==> config.mk <==
export PLATFORM = sky130hd
export DESIGN_NAME = fetch_cycle_flat
export DESIGN_NICKNAME = d
export VERILOG_FILES = /design/src/rtl/fetch_cycle_pkg.sv /design/src/rtl/fetch_cycle_if.sv /design/src/rtl/fetch_cycle_if_id_reg.sv /design/src/rtl/fetch_cycle.sv /design/src/flat_wrapper.sv
export SDC_FILE = /design/constraint.sdc
export NUM_CORES = 1
export LEC_CHECK = 0
export ABC_CLOCK_PERIOD_IN_PS = 4500
export BUFFER_PORTS_ARGS = -buffer_cell sky130_fd_sc_hd__buf_2
export CORE_MARGIN = 2
export CORE_UTILIZATION = 45
export CTS_CLUSTER_DIAMETER = 50
export CTS_CLUSTER_SIZE = 8
export DETAILED_ROUTE_END_ITERATION = 8
export HOLD_SLACK_MARGIN = 0.03
export PLACE_DENSITY = 0.71
export SYNTH_ARGS = -nofsm -noshare
export SYNTH_HDL_FRONTEND = slang
export SYNTH_SLANG_ARGS = --single-unit
==> constraint.sdc <==
create_clock -name clk -period 4.5 [get_ports clk]
set_clock_uncertainty 0.15 [all_clocks]
set_input_delay 0.225 -clock clk [delete_from_list [all_inputs] [get_ports clk]]
set_output_delay 0.225 -clock clk [all_outputs]
set_load 0.05 [all_outputs]
==> src/rtl/fetch_cycle_pkg.sv <==
// Shared fetch-stage definitions:
// bubble encoding, reset PC, FSM states, IF/ID record.
package fetch_cycle_pkg;

  localparam logic [31:0] DEF_NOP_INSTR = 32'h0000_0013;
  localparam logic [31:0] DEF_RESET_PC  = 32'h0000_0000;

  typedef logic [1:0] fstate_t;

  localparam fstate_t S_FETCH = 2'd0;
  localparam fstate_t S_KILL  = 2'd1;
  localparam fstate_t S_HOLD  = 2'd2;

  typedef struct packed {
    logic [31:0] instr;
    logic [31:0] pc;
    logic [31:0] pc_plus4;
    logic        valid;
  } if_id_t;

  function automatic if_id_t bubble(
    input logic [31:0] pc,
    input logic [31:0] nop
  );
    bubble = '{
      instr:    nop,
      pc:       pc,
      pc_plus4: pc + 32'd4,
      valid:    1'b0
    };
  endfunction

endpackage

==> src/rtl/fetch_cycle_if.sv <==
// Instruction-memory request/response port
// between the fetch stage and instruction memory.
interface fetch_cycle_if;

  logic        imem_req;
  logic [31:0] imem_addr;
  logic        imem_ready;
  logic [31:0] imem_rdata;

  modport master (
    output imem_req,
    output imem_addr,
    input  imem_ready,
    input  imem_rdata
  );

  modport slave (
    input  imem_req,
    input  imem_addr,
    output imem_ready,
    output imem_rdata
  );

endinterface

==> src/rtl/fetch_cycle_if_id_reg.sv <==
// IF/ID pipeline register.
// Priority: reset, flush, hold, load.
module if_id_reg
  import fetch_cycle_pkg::*;
#(
  parameter logic [31:0] NOP_INSTR = DEF_NOP_INSTR
) (
  input  logic   clk,
  input  logic   reset,
  input  logic   flush,
  input  logic   hold,
  input  logic   load,
  input  if_id_t d,
  output if_id_t q
);

  // Flush turns the incoming slot into a bubble;
  // its PC fields still follow the load source.
  always_ff @(posedge clk) begin
    if (!reset) begin
      q <= '{
        instr:    NOP_INSTR,
        pc:       32'h0000_0000,
        pc_plus4: 32'h0000_0004,
        valid:    1'b0
      };
    end else if (flush) begin
      q <= '{
        instr:    NOP_INSTR,
        pc:       d.pc,
        pc_plus4: d.pc_plus4,
        valid:    1'b0
      };
    end else if (hold) begin
      q <= q;
    end else if (load) begin
      q <= d;
    end
  end

endmodule

==> src/rtl/fetch_cycle.sv <==
// Instruction fetch stage: PC, imem port,
// redirect/stall handling and IF/ID register.
module fetch_cycle
  import fetch_cycle_pkg::*;
#(
  parameter logic [31:0] RESET_PC  = DEF_RESET_PC,
  parameter logic [31:0] NOP_INSTR = DEF_NOP_INSTR
) (
  input  logic          clk,
  input  logic          reset,
  input  logic          StallF,
  input  logic          FlushD,
  input  logic          PCSrcE,
  input  logic [31:0]   PCTargetE,
  fetch_cycle_if.master imem,
  output logic [31:0]   instructionF,
  output logic [31:0]   PCF,
  output logic [31:0]   PCPlus4F,
  output logic          validF
);

  fstate_t     state;
  fstate_t     state_n;
  logic [31:0] pc;
  logic [31:0] pc_n;
  logic [31:0] pc_plus4;
  logic [31:0] req_addr;
  logic [31:0] req_addr_n;
  logic [31:0] target;
  logic [31:0] buf_instr;
  logic [31:0] buf_pc;
  logic        buf_load;
  logic        st_fetch;
  logic        st_kill;
  logic        st_hold;
  if_id_t      id_d;
  if_id_t      id_q;

  assign st_fetch = (state == S_FETCH);
  assign st_kill  = (state == S_KILL);
  assign st_hold  = (state == S_HOLD);
  assign target   = {PCTargetE[31:2], 2'b00};
  assign pc_plus4 = pc + 32'd4;

  // KILL keeps the orphaned address on the bus
  // until its response drains.
  always_comb begin
    imem.imem_req  = reset & (st_fetch | st_kill);
    imem.imem_addr = st_kill ? req_addr : pc;
  end

  // Next-state, next-PC and IF/ID source selection.
  always_comb begin
    state_n    = state;
    pc_n       = pc;
    req_addr_n = req_addr;
    buf_load   = 1'b0;
    id_d       = bubble(pc, NOP_INSTR);
    unique case (1'b1)
      st_fetch: begin
        req_addr_n = pc;
        if (PCSrcE) begin
          pc_n = target;
          if (!imem.imem_ready) begin
            state_n = S_KILL;
          end
        end else if (imem.imem_ready && StallF) begin
          buf_load = 1'b1;
          state_n  = S_HOLD;
        end else if (imem.imem_ready) begin
          id_d = '{
            instr:    imem.imem_rdata,
            pc:       pc,
            pc_plus4: pc_plus4,
            valid:    1'b1
          };
          pc_n = pc_plus4;
        end
      end
      st_kill: begin
        if (PCSrcE) begin
          pc_n = target;
        end
        if (imem.imem_ready) begin
          state_n = S_FETCH;
        end
      end
      st_hold: begin
        if (PCSrcE) begin
          pc_n    = target;
          state_n = S_FETCH;
        end else if (!StallF) begin
          id_d = '{
            instr:    buf_instr,
            pc:       buf_pc,
            pc_plus4: buf_pc + 32'd4,
            valid:    1'b1
          };
          pc_n    = buf_pc + 32'd4;
          state_n = S_FETCH;
        end
      end
      default: begin
        state_n = S_FETCH;
      end
    endcase
  end

  // PC, FSM state and outstanding request address.
  always_ff @(posedge clk) begin
    if (!reset) begin
      state    <= S_FETCH;
      pc       <= RESET_PC;
      req_addr <= RESET_PC;
    end else begin
      state    <= state_n;
      pc       <= pc_n;
      req_addr <= req_addr_n;
    end
  end

  // Hold buffer: a response that arrived under stall.
  always_ff @(posedge clk) begin
    if (reset && buf_load) begin
      buf_instr <= imem.imem_rdata;
      buf_pc    <= pc;
    end
  end

  if_id_reg #(
    .NOP_INSTR (NOP_INSTR)
  ) u_if_id (
    .clk   (clk),
    .reset (reset),
    .flush (FlushD),
    .hold  (StallF),
    .load  (1'b1),
    .d     (id_d),
    .q     (id_q)
  );

  assign instructionF = id_q.instr;
  assign PCF          = id_q.pc;
  assign PCPlus4F     = id_q.pc_plus4;
  assign validF       = id_q.valid;

endmodule

==> src/flat_wrapper.sv <==
// flat-port wrapper written by rule: the top's interface ports become plain ports
module fetch_cycle_flat import fetch_cycle_pkg::*;
#(
  parameter logic [31:0] RESET_PC  = DEF_RESET_PC,
  parameter logic [31:0] NOP_INSTR = DEF_NOP_INSTR
)
  (clk, reset, StallF, FlushD, PCSrcE, PCTargetE, instructionF, PCF, PCPlus4F, validF, imem_imem_req, imem_imem_addr, imem_imem_ready, imem_imem_rdata);
  fetch_cycle_if imem_i ();
  input  logic clk;
  input  logic reset;
  input  logic StallF;
  input  logic FlushD;
  input  logic PCSrcE;
  input  logic [31:0] PCTargetE;
  output logic [31:0] instructionF;
  output logic [31:0] PCF;
  output logic [31:0] PCPlus4F;
  output logic validF;
  output wire logic [$bits(imem_i.imem_req)-1:0] imem_imem_req;
  output wire logic [$bits(imem_i.imem_addr)-1:0] imem_imem_addr;
  input wire logic [$bits(imem_i.imem_ready)-1:0] imem_imem_ready;
  input wire logic [$bits(imem_i.imem_rdata)-1:0] imem_imem_rdata;
  assign imem_imem_req = imem_i.imem_req;
  assign imem_imem_addr = imem_i.imem_addr;
  assign imem_i.imem_ready = imem_imem_ready;
  assign imem_i.imem_rdata = imem_imem_rdata;
  fetch_cycle #(.RESET_PC(RESET_PC), .NOP_INSTR(NOP_INSTR)) u_core (.clk(clk), .reset(reset), .StallF(StallF), .FlushD(FlushD), .PCSrcE(PCSrcE), .PCTargetE(PCTargetE), .imem(imem_i), .instructionF(instructionF), .PCF(PCF), .PCPlus4F(PCPlus4F), .validF(validF));
endmodule
==> implementation parameters <==
Parameter                              Value

Clocking
  Clock tree from TritonCTS    built
  Post-CTS setup-driven buffer insertion count    0
  Clock latency reported for the late side of the worst-skew pair    510 ps
  Hold_buf cts    50
  Post-cts resize count    0
  Number of sinks driven by the clock tree    225
  Buffer depth of the longest clock path    3
  Number of buffers inserted during clock tree synthesis    36
  Clock tree root buffer cell    sky130_fd_sc_hd__clkbuf_16
  Maximum level of the CTS H-tree    2
  Clk pin slew, worst setup/hold paths    50 ps

Synth
  Proportion of synthesized chip area in sequential cells    0.4796
  Async set or reset register ratio after synthesis    0
  Adder-cell share of the synthesized area    0.006998
  Distinct cells, synth    64
  Mapped Avg Cell Area    9.345 um2
  Main combinational cell family by area after synthesis    compound AO/OA/AOI/OAI gates
  Multiplexer area fraction after synthesis    0.06286
  Primary FF master, synth    sky130_fd_sc_hd__dfxtp_1
  Count of yosys warnings during synthesis    0
  Synthesized netlist net count    1224
  Basic-gate share of the synthesized area counting and, or, nand and nor cells    0.1751
  Register bit count reported by yosys    225
  Count of flip-flops with a built-in enable after synthesis    64
  Synth Area in Compound Gates    0.1887
  Xor-xnor portion of the synthesized cell area    0.04000
  Post-Syn Area    0.01073 mm2
  Cell count after synthesis    1148

Finish
  Leading cell type in the layout, fill and taps excluded    sky130_fd_sc_hd__buf_2
  Final Non-Filler Cells    1688
  Final-layout fill cell count    2060
  Post-layout utilization of the core    0.5728
  Number of antenna repair diodes    0
  Most used cells in the layout excluding fill and tap cells    sky130_fd_sc_hd__buf_2 (197), sky130_fd_sc_hd__dfxtp_1 (161), sky130_fd_sc_hd__nor2_1 (150)
  # nets final    1417
  Sequential cell area    0.005145 mm2
  Layout overhead on the synthesized area    25.32%
  Multi-input combinational cell area    0.005114 mm2
  Layout cell share with drive strength beyond 1    0.2257

Worst setup path
  Crit path required time    4780 ps
  Standard cell with the maximum stage delay on the critical path    sky130_fd_sc_hd__nor2_4
  Register-to-register setup slack    1310 ps
  Critical path, cell by cell    ha_1, nand2_1, nor2_4, buf_12, a221oi_1, nor3_1
  Largest driver fanout on the critical path    50
  Kind of start point of the critical path    register
  Worst endpoint data arrival time    3470 ps
  Slowest cell delay on critical path    720 ps
  Setup Crit Path Kind    reg -> reg
  Endpoint kind of the worst setup timing path    register

Global route
  Initial antenna violation count    0
  Global-route wire length before repair    54260 um
  Via count of the first global-routing pass    9417
  Largest net degree at the start of global routing    58
  Overall global routing resource usage    0.2788
  Leftover overflow at the end of global routing    0

STA
  Final setup violation count    0
  RSZ-0062 raised after global routing    false
  Final Hold Violating Endpoints    0
  Measured slew at the worst slew-check pin    1311 ps
  Final cycle utilization of the critical path    0.7096
  Worst hold-check slack    53.25 ps
  Final critical path time including I/O delays and setup    3193 ps
  Setup total negative slack    0 ps
  Headroom to the max-slew limit    0.1250
  Maximum frequency from static timing analysis    0.3132 GHz
  Slew Limit Fails    0

Drt
  Average detailed-routed wire length per instance    21.15 um
  Vias post-DR    10147
  Highest signal layer in the routed design    met4
  Met3 wire len    4099 um
  Detailed router's first-iteration violation count    1579
  DRC violations left    0
  Detailed Route WL    35700 um
  First-pass DRT Iterations    6
  Vias per Instance    6.011
  Met1 layer wirelength in the final routing    15340 um
  Antenna-violating nets left    0
  Detail Route met2 WL    15490 um

Place
  Input/output buffers    197
  DP Wirelength    23150 um
  Last weighted congestion value of the routability-driven placer    0.9403
  Post-Place Cells    1572

Floorplanning
  Area of the core region    0.02347 mm2
  Starting density of the core    0.4570
  Total number of placement rows    56
  Die area    0.02509 mm2
  Die extent in x    158.4 um
  Die Span Y    158.4 um
  IO Count    200

Power and ir drop
  Static leakage    5.482 nW
  Total design power    6.524 mW
  Largest voltage drop on the vdd net    0.2663 mV
  PwrDens    485.3 mW/mm2

Worst hold path
  Tightest Hold Check Type    in -> reg

Job
  Number of maximum-capacitance violations    0

Status
  Outcome    finished clean
-- critical path: cells and delay by family (launching register included) --
family,cells,cell delay [ps]
flip-flops,1,440
buffers and inverters,1,330
adder cells (fa/ha/maj),1,710
AO/OA/AOI/OAI,1,170
AND/OR/NAND/NOR,3,1270
-- power by group --
group          switching [mW]  total (mW)  internal, mW
Sequential              0.220        2.48          2.26
Combinational            1.01        1.48         0.476
Clock                   0.952        2.56          1.60
Total                    2.18        6.52          4.34
-- state kept, by name (all words and copies together), names as in the netlist --
register,count
u_core.state,2
u_core.pc,32
u_core.buf_instr,32
u_core.u_if_id.q,95
u_core.buf_pc,32
u_core.req_addr,32
-- synth_stat cells (5+ instances only) --
cell type,n,area share
sky130_fd_sc_hd__clkbuf_1,72,0.025
sky130_fd_sc_hd__a21oi_1,49,0.023
sky130_fd_sc_hd__or2_2,8,0.0047
sky130_fd_sc_hd__o21a_1,5,0.0035
sky130_fd_sc_hd__o221ai_1,6,0.0049
sky130_fd_sc_hd__and3_1,5,0.0029
sky130_fd_sc_hd__a222oi_1,29,0.027
sky130_fd_sc_hd__nand2_1,77,0.027
sky130_fd_sc_hd__and4_1,5,0.0041
sky130_fd_sc_hd__ha_1,6,0.0070
sky130_fd_sc_hd__nor3_1,54,0.025
sky130_fd_sc_hd__nor4_1,8,0.0047
sky130_fd_sc_hd__a211oi_1,11,0.0077
sky130_fd_sc_hd__a31oi_1,11,0.0064
sky130_fd_sc_hd__mux2_2,27,0.028
sky130_fd_sc_hd__nand4_1,18,0.010
sky130_fd_sc_hd__a21o_1,8,0.0056
sky130_fd_sc_hd__xnor2_1,33,0.027
sky130_fd_sc_hd__edfxtp_1,64,0.18
sky130_fd_sc_hd__and2_1,9,0.0052
sky130_fd_sc_hd__nor2_1,153,0.054
sky130_fd_sc_hd__o31ai_1,6,0.0042
sky130_fd_sc_hd__xor2_1,16,0.013
sky130_fd_sc_hd__buf_1,12,0.0042
sky130_fd_sc_hd__a221oi_1,52,0.042
sky130_fd_sc_hd__mux2i_1,37,0.035
sky130_fd_sc_hd__o211ai_1,5,0.0035
sky130_fd_sc_hd__nand2b_1,11,0.0064
sky130_fd_sc_hd__nand3_1,29,0.014
sky130_fd_sc_hd__o21ai_0,62,0.029
sky130_fd_sc_hd__inv_1,13,0.0045
sky130_fd_sc_hd__dfxtp_1,161,0.30
sky130_fd_sc_hd__buf_2,22,0.010
-- through the flow --
| step | instance area [um2] | setup slack (ps) |
|---|---|---|
| floorplan | 10730 | 291.0 |
| global placement | 11850 | 1480 |
| detailed placement | 11850 | 1422 |
| CTS | 13440 | 1330 |
| global route | 13440 | 1166 |
| finish | 13440 | 1307 |
-- path summary, 6_finish.rpt --
check             cells past startpoint                    to                  from
setup / recovery                      6  u_core.u_if_id.q[48]       u_core.state[1]
setup reg to reg                      6  u_core.u_if_id.q[48]       u_core.state[1]
hold reg to reg                       2  u_core.u_if_id.q[66]  u_core.u_if_id.q[66]
hold / removal                        5         u_core.pc[17]         PCTargetE[17]
-- cell type report --
cell class	count	area share
clock inverter	6	0.005119
clock buffer	60	0.07604
timing repair buffer	264	0.1219
sequential	225	0.3827
tap	319	0.02969
multi-input combinational	799	0.3804
inverter	15	0.004188
-- cells by family after synthesis --
family	after synthesis
adder cells (fa/ha/maj)	6
multiplexers	64
flip-flops	225
AO/OA/AOI/OAI	282
AND/OR/NAND/NOR	398
XOR/XNOR	49
buffers and inverters	124
-- metal layers --
metal  track usage  vias to the layer above
li1              -                     4669
met3       0.06560                       73
met5             0                        -
met2        0.4251                      626
met1        0.3965                     4779
met4       0.07593                        0
Power figures use the tool's default switching activity.
